## config.mk

```make
export PLATFORM = sky130hd
export DESIGN_NAME = fetch_unit
export DESIGN_NICKNAME = d
export VERILOG_FILES = /design/src/rtl/fetch_unit.sv
export SDC_FILE = /design/constraint.sdc
export NUM_CORES = 1
export LEC_CHECK = 0
export ABC_AREA = 1
export BUFFER_PORTS_ARGS = -buffer_cell sky130_fd_sc_hd__buf_2
export CAP_MARGIN = 30
export CORE_ASPECT_RATIO = 0.7
export CORE_UTILIZATION = 30
export DETAILED_ROUTE_END_ITERATION = 16
export GPL_ROUTABILITY_DRIVEN = 0
export MAX_ROUTING_LAYER = met4
export PLACE_DENSITY_LB_ADDON = 0.08
export SLEW_MARGIN = 15
export SYNTH_ARGS = -nofsm -noshare
export SYNTH_HDL_FRONTEND = slang
export SYNTH_SLANG_ARGS = --single-unit
```

## constraint.sdc

```tcl
create_clock -name clk -period 1.4 [get_ports clk]
set_input_delay 0 -clock clk [delete_from_list [all_inputs] [get_ports clk]]
set_output_delay 0 -clock clk [all_outputs]
set_load 0.05 [all_outputs]
```

## src/rtl/fetch_unit.sv

```systemverilog
// Fetch/data sequencer in front of the single-port program/data RAM: owns the PC,
// fetches 1- or 3-byte instructions and slots execute-stage data accesses in while one is held.
module fetch_unit #(
  parameter int unsigned ADDR_W   = 15,
  parameter int unsigned DATA_W   = 8,
  parameter int unsigned RESET_PC = 0
) (
  input  logic              clk,
  input  logic              rst,
  output logic [ADDR_W-1:0] mem_addr,
  output logic [DATA_W-1:0] mem_wdata,
  output logic              mem_we,
  input  logic [DATA_W-1:0] mem_rdata,
  output logic              instr_valid,
  input  logic              instr_ready,
  output logic [DATA_W-1:0] instr_opcode,
  output logic [ADDR_W-1:0] instr_operand,
  input  logic              jump_en,
  input  logic [ADDR_W-1:0] jump_target,
  input  logic              data_req,
  input  logic              data_we,
  input  logic [ADDR_W-1:0] data_addr,
  input  logic [DATA_W-1:0] data_wdata,
  output logic [DATA_W-1:0] data_rdata,
  output logic              data_done,
  output logic [ADDR_W-1:0] pc
);

  typedef enum logic [2:0] {StFetchOp, StFetchHi, StFetchLo, StIssue, StData} state_e;

  state_e              state_q, state_d;
  logic [ADDR_W-1:0]   pc_q, pc_d;
  logic [DATA_W-1:0]   opcode_q, opcode_d;
  logic [ADDR_W-1:0]   operand_q, operand_d;
  logic                valid_q, valid_d;
  logic [ADDR_W-1:0]   daddr_q, daddr_d;
  logic                dwe_q, dwe_d;
  logic [DATA_W-1:0]   dwdata_q, dwdata_d;
  logic [DATA_W-1:0]   drdata_q, drdata_d;
  logic                done_q, done_d;
  logic                is_long;

  // READ, WRITE and JPNZ carry a two-byte operand address
  assign is_long = (mem_rdata == DATA_W'(1)) || (mem_rdata == DATA_W'(2)) ||
                   (mem_rdata == DATA_W'(3));

  always_comb begin
    state_d   = state_q;
    pc_d      = pc_q;
    opcode_d  = opcode_q;
    operand_d = operand_q;
    valid_d   = valid_q;
    daddr_d   = daddr_q;
    dwe_d     = dwe_q;
    dwdata_d  = dwdata_q;
    drdata_d  = drdata_q;
    done_d    = 1'b0;
    unique case (state_q)
      StFetchOp: begin
        opcode_d  = mem_rdata;
        operand_d = '0;
        pc_d      = pc_q + ADDR_W'(1);
        if (is_long) begin
          state_d = StFetchHi;
        end else begin
          state_d = StIssue;
          valid_d = 1'b1;
        end
      end
      StFetchHi: begin
        operand_d[ADDR_W-1:8] = mem_rdata[ADDR_W-9:0];
        pc_d                  = pc_q + ADDR_W'(1);
        state_d               = StFetchLo;
      end
      StFetchLo: begin
        operand_d[7:0] = mem_rdata[7:0];
        pc_d           = pc_q + ADDR_W'(1);
        valid_d        = 1'b1;
        state_d        = StIssue;
      end
      StIssue: begin
        // A data access wins over the handshake; the done cycle never re-accepts
        if (data_req && !done_q) begin
          daddr_d  = data_addr;
          dwe_d    = data_we;
          dwdata_d = data_wdata;
          state_d  = StData;
        end else if (instr_ready) begin
          valid_d = 1'b0;
          if (jump_en) pc_d = jump_target;
          state_d = StFetchOp;
        end
      end
      StData: begin
        if (!dwe_q) drdata_d = mem_rdata;
        done_d  = 1'b1;
        state_d = StIssue;
      end
      default: state_d = StFetchOp;
    endcase
  end

  always_ff @(posedge clk) begin
    if (rst) begin
      state_q   <= StFetchOp;
      pc_q      <= ADDR_W'(RESET_PC);
      opcode_q  <= '0;
      operand_q <= '0;
      valid_q   <= 1'b0;
      daddr_q   <= '0;
      dwe_q     <= 1'b0;
      dwdata_q  <= '0;
      drdata_q  <= '0;
      done_q    <= 1'b0;
    end else begin
      state_q   <= state_d;
      pc_q      <= pc_d;
      opcode_q  <= opcode_d;
      operand_q <= operand_d;
      valid_q   <= valid_d;
      daddr_q   <= daddr_d;
      dwe_q     <= dwe_d;
      dwdata_q  <= dwdata_d;
      drdata_q  <= drdata_d;
      done_q    <= done_d;
    end
  end

  assign mem_addr      = (state_q == StData) ? daddr_q : pc_q;
  assign mem_wdata     = dwdata_q;
  // Reset gates the strobe combinationally so a pending write is dropped at once
  assign mem_we        = (state_q == StData) && dwe_q && !rst;
  assign instr_valid   = valid_q;
  assign instr_opcode  = opcode_q;
  assign instr_operand = operand_q;
  assign data_rdata    = drdata_q;
  assign data_done     = done_q;
  assign pc            = pc_q;

endmodule
```

After elaboration in Yosys (flattened, before gate mapping)
Cells that the tools add are included.
Widths: inputs -> output; s select.
{"block": "word_totals", "ff_bits": 75, "latch_bits": 0, "mem_bits_rw": 0, "rom_bits": 0, "inputBits": 52, "out_inout_bits": 72, "wordCells": 59, "memories": 0}
{"block": "op_classes", "addsub": 1, "multipliers": 0, "div_mod_pow": 0, "n_lt_le_gt_ge": 0, "n_eq_ne": 12, "n_shift": 0, "mux": 16, "n_bitwise": 1, "reduce_logical": 18}
{"op": "$mux 15", "count": 4}
{"op": "$pmux 15 s2", "count": 1}
{"op": "$eq 8x2->1 const B", "count": 2}
{"op": "$pmux 8 s2", "count": 1}
{"op": "$add 15x1->15 const B", "count": 1}
{"op": "$pmux 7 s2", "count": 1}
{"op": "$pmux 3 s4", "count": 1}
{"op": "$eq 8x1->1 const B", "count": 1}
{"op": "$ne 2x2->1 const B", "count": 4}
{"op": "$reduce_and 4->1", "count": 2}
{"op": "$eq 3x2->1 const B", "count": 2}
{"op": "$mux 3", "count": 2}
{"op": "$reduce_bool 2->1", "count": 3}
{"op": "$mux 1", "count": 4}
{"op": "$reduce_and 2->1", "count": 2}
{"op": "$eq 3x1->1 const B", "count": 1}
{"op": "$eq 3x3->1 const B", "count": 1}
{"op": "$logic_and 1x1->1", "count": 3}
{"op": "$logic_not 3->1", "count": 1}
{"op": "$ne 3x3->1 const B", "count": 1}
{"op": "$pmux 1 s3", "count": 1}
{"op": "$reduce_bool 3->1", "count": 1}
{"op": "$reduce_or 3->1", "count": 1}
{"op": "$logic_not 1->1", "count": 2}
{"op": "other kinds (4)", "count": 5}

Depth between registers and ports, before layout
{"block": "logic_depth", "word_depth": 5, "ltp_mapped": 9, "ltp_nobuf": 9}

Worst setup path before layout
No wires, ideal clock.
{"block": "synth_timing", "kind": "register to output", "from": "reg state_q[1]", "to": "out mem_addr[14]", "arrival_ns": 2.070, "required_time_ns": 1.400, "path_slack_ns": -0.670, "stages_incl_launch_ff": 7, "path_buffers": 2, "path_cell_list": "dfxtp_1 > inv_2 > nand2_1 > nor2_2 > buf_4 > buf_2 > o21ai_0"}
{"block": "synth_between", "elab_chain_len": 2}
{"element": "start: declaration", "line": "31", "rtl": "state_e state_q, state_d;"}
{"element": "start signal: assignment", "line": "105", "rtl": "state_q <= StFetchOp;"}
{"element": "start signal: assignment", "line": "116", "rtl": "state_q <= state_d;"}
{"element": "$eq 3x3->1", "line": "129", "rtl": "assign mem_addr = (state_q == StData) ? daddr_q : pc_q;"}
{"element": "$mux 15", "line": "129"}
{"element": "end: declaration", "line": "10", "rtl": "output logic [ADDR_W-1:0] mem_addr,"}
Every way passes these cells.

Final worst setup path
{"block": "layout_timing", "from": "reg state_q[0]", "to": "out mem_addr[3]"}
The elaborated chain is that of the path after synthesis.

==> key figures <==
Placed design
  • DP HPWL: 8390 um
  • Pre-CTS WS: -0.0221 ns
  • PortBufs: 123
  • Placed Instance Area: 0.00444 mm2

Global routing
  • Number of global-route vias before repair: 3,760
  • Total track usage: 0.218
  • Largest net degree at the start of global routing: 27
  • Global-route wire length before repair: 19,100 um
  • GRT overflow: 0
  • Initial antenna violation count: 0

STA
  • Max-Slew Margin vs Limit: 0.675
  • Skew final: 0.00400 ns
  • Fmax: 0.645 GHz
  • Final setup viols: 34
  • Tmin final: 1.55 ns
  • Final Cycle Share: 1.11
  • Final Hold Fails: 0
  • Worst slew pin tran: 0.487 ns
  • RSZ-0062 raised after global routing: yes
  • Final setup margin: -0.151 ns
  • Final Max Tran Viols: 0

Worst setup path
  • Worst setup EP type: primary output
  • Critical path arrival: 1.55 ns
  • CP Max Fanout: 5
  • WS Path Type: register to primary output
  • CP Launch Type: register
  • CP required: 1.40 ns

Power and ir drop
  • P_int: 4580 uW
  • Part of the power in combinational logic: 0.315
  • Switching share of total power: 0.350
  • Clock network power share: 0.337
  • Sw Pwr: 2470 uW
  • Part of the power in registers: 0.348
  • PwrDens: 1230 mW/mm2
  • Leak: 0.00255 uW
  • VDD IR-drop max: 0.580 mV

Run status
  • Failing checks: setup timing
  • Status: finished, violations left

Job
  • Max-cap violations: 0

Clocking
  • Clk pin slew, worst setup/hold paths: 0.06 ns
  • Number of CTS-inserted buffers: 9
  • Worst-Skew Late Latency: 0.33 ns
  • CTS tree: yes
  • Clock buffer depth: 2
  • Clock root buffer: clkbuf_16
  • CTS sink count: 75
  • H-tree depth: 3

Synthesis
  • Post-Syn Instances: 496
  • Synth cell types: 28
  • Post-Syn Area: 0.00339 mm2
  • Synth Register Bits: 75
  • Register area share after synthesis: 0.443
  • Synth Area per Inst: 6.83 um2
  • YS warnings: 0
  • Synth Net Count: 549

Detailed routing
  • Iter 0 DRT Violations: 215
  • First drt pass iteration count: 4
  • Via count: 3,931
  • Via density: 4.68
  • Post-DRT Antenna Nets: 0
  • DRC errors left: 0
  • Wire length per cell: 14.6 um
  • Final wirelength: 12,200 um

Finish
  • Layout area overhead: 68.9%
  • Layout Nets: 735
  • Proportion of layout cells with a drive suffix above 1: 0.405
  • Final instance area: 0.00572 mm2
  • Antenna cells: 0

Floorplan
  • Die width: 129 um
  • Core area: 0.0110 mm2
  • Die Area: 0.0117 mm2
  • Initial Utilization: 0.308
  • IO Pins: 124
  • Die Y: 90.9 um
  • Std-Cell Rows: 32

Hold path
  • Hold Crit Class: input port to register
-- metrics by stage --
step                      std cells  power (uW)  utilization  setup TNS, ns  hold slack [ns]
after floorplan                 496        3700            -          -1.62            0.135
after global placement          775        4240        0.403              0            0.224
after detailed placement        775        4250        0.403        -0.0358            0.231
after CTS                       830        6870        0.484          -1.23          0.00951
after global routing            840        7360        0.520          -6.28           0.0601
final                           840        7050        0.520          -3.30           0.0289
-- cell type report --
class / count / area, um2
Inverter: 37 / 151
Multi-Input combinational cell: 359 / 2030
Timing Repair Buffer: 200 / 1520
Fill cell: 1090 / 5290
Clock buffer: 12 / 256
Sequential cell: 75 / 1530
Clock inverter: 4 / 48.8
Tap cell: 153 / 191
-- registers in the layout, summed over array words and instances, names as in the netlist --
| name | cells |
|---|---|
| dwe_q | 1 |
| mem_wdata | 8 |
| instr_valid | 1 |
| daddr_q | 15 |
| instr_operand | 15 |
| data_done | 1 |
| data_rdata | 8 |
| instr_opcode | 8 |
| state_q | 3 |
| pc | 15 |
-- kinds of logic after synthesis --
kind of cell    count (synthesis)  synth area share
simple gates                  243             0.301
compound gates                112             0.168
flops                          75             0.443
buf+inv                        63            0.0783
xor+xnor                        1           0.00259
mux                             1           0.00295
fa+ha+maj                       1           0.00369
-- worst max-delay path: stages, from the launching register on --
cell and delay (ns):
dfxtp_4 0.36, inv_4 0.03, nand2_4 0.06, nor2_4 0.04, buf_6 0.13, buf_12 0.12
clkbuf_16 0.15, o21ai_4 0.14, buf_6 0.17
-- cell usage after synthesis (all sizes together) --
cell type	instances	share of area
dfxtp	75	0.44
nand4	12	0.022
clkinv	1	0.0011
nand2	105	0.12
inv	36	0.040
a31oi	1	0.0018
buf	11	0.021
mux2i	1	0.0030
ha	1	0.0037
nor2	89	0.10
o21ai	62	0.092
nand3b	2	0.0044
o22ai	3	0.0055
nor3	2	0.0030
and2	2	0.0037
xor2	1	0.0026
nand3	31	0.049
clkbuf	15	0.017
a21oi	46	0.069
-- power groups by stage --
stage	Clock (uW)	Sequential [uW]	Combinational, uW
after floorplan	0	2930	775
after global placement	0	2480	1760
after detailed placement	0	2490	1760
after CTS	2450	2440	1970
after global routing	2520	2470	2370
final	2380	2450	2220
-- cell usage in the layout, fill, tap and decap left out, types with 17 or more instances in the layout --
cell type      synthesis  final
a21oi_1               45     34
buf_2                  5    107
buf_4                  4     31
buf_6                  1     19
dfxtp_1               75     62
dlygate4sd3_1          0     32
inv_1                 32     30
nand2_1              104     83
nand2_2                1     17
nand3_1               30     30
nor2_1                85     71
o21ai_0               58     20
o21ai_1                4     24
-- path summary, 6_finish.rpt --
| check | depth (start not counted) | start | endpoint | slack [ns] |
|---|---|---|---|---|
| setup / recovery | 8 | state_q[0]$_SDFFE_PP0P_ | mem_addr[3] | -0.15 |
| hold / removal | 5 | jump_target[7] | pc[7]$_SDFFE_PP0P_ | 0.03 |
| setup reg to reg | 9 | state_q[0]$_SDFFE_PP0P_ | pc[13]$_SDFFE_PP0P_ | -0.15 |
| hold reg to reg | 2 | data_rdata[2]$_SDFFE_PP0P_ | data_rdata[2]$_SDFFE_PP0P_ | 0.46 |
-- routing by layer --
layer  track usage  part of all wire  vias to the layer above
li1              -                 -                     2002
met1         0.312              0.52                     1810
met2         0.307              0.42                      110
met3        0.0527             0.055                        9
met4        0.0422            0.0079                        0
met5             -                 0                        -
-- what timing repair did --
item / in CTS / in global routing
hold buffers: 32 / 0
resized for setup: 57 / 106
hold endpoints to repair: 37 / 0
endpoints found under the setup margin: 25 / 58
gates cloned: 1 / 2
buffers inserted: 6 / 12
pin swaps: 3 / 12
(Power assumes the default switching activity.)
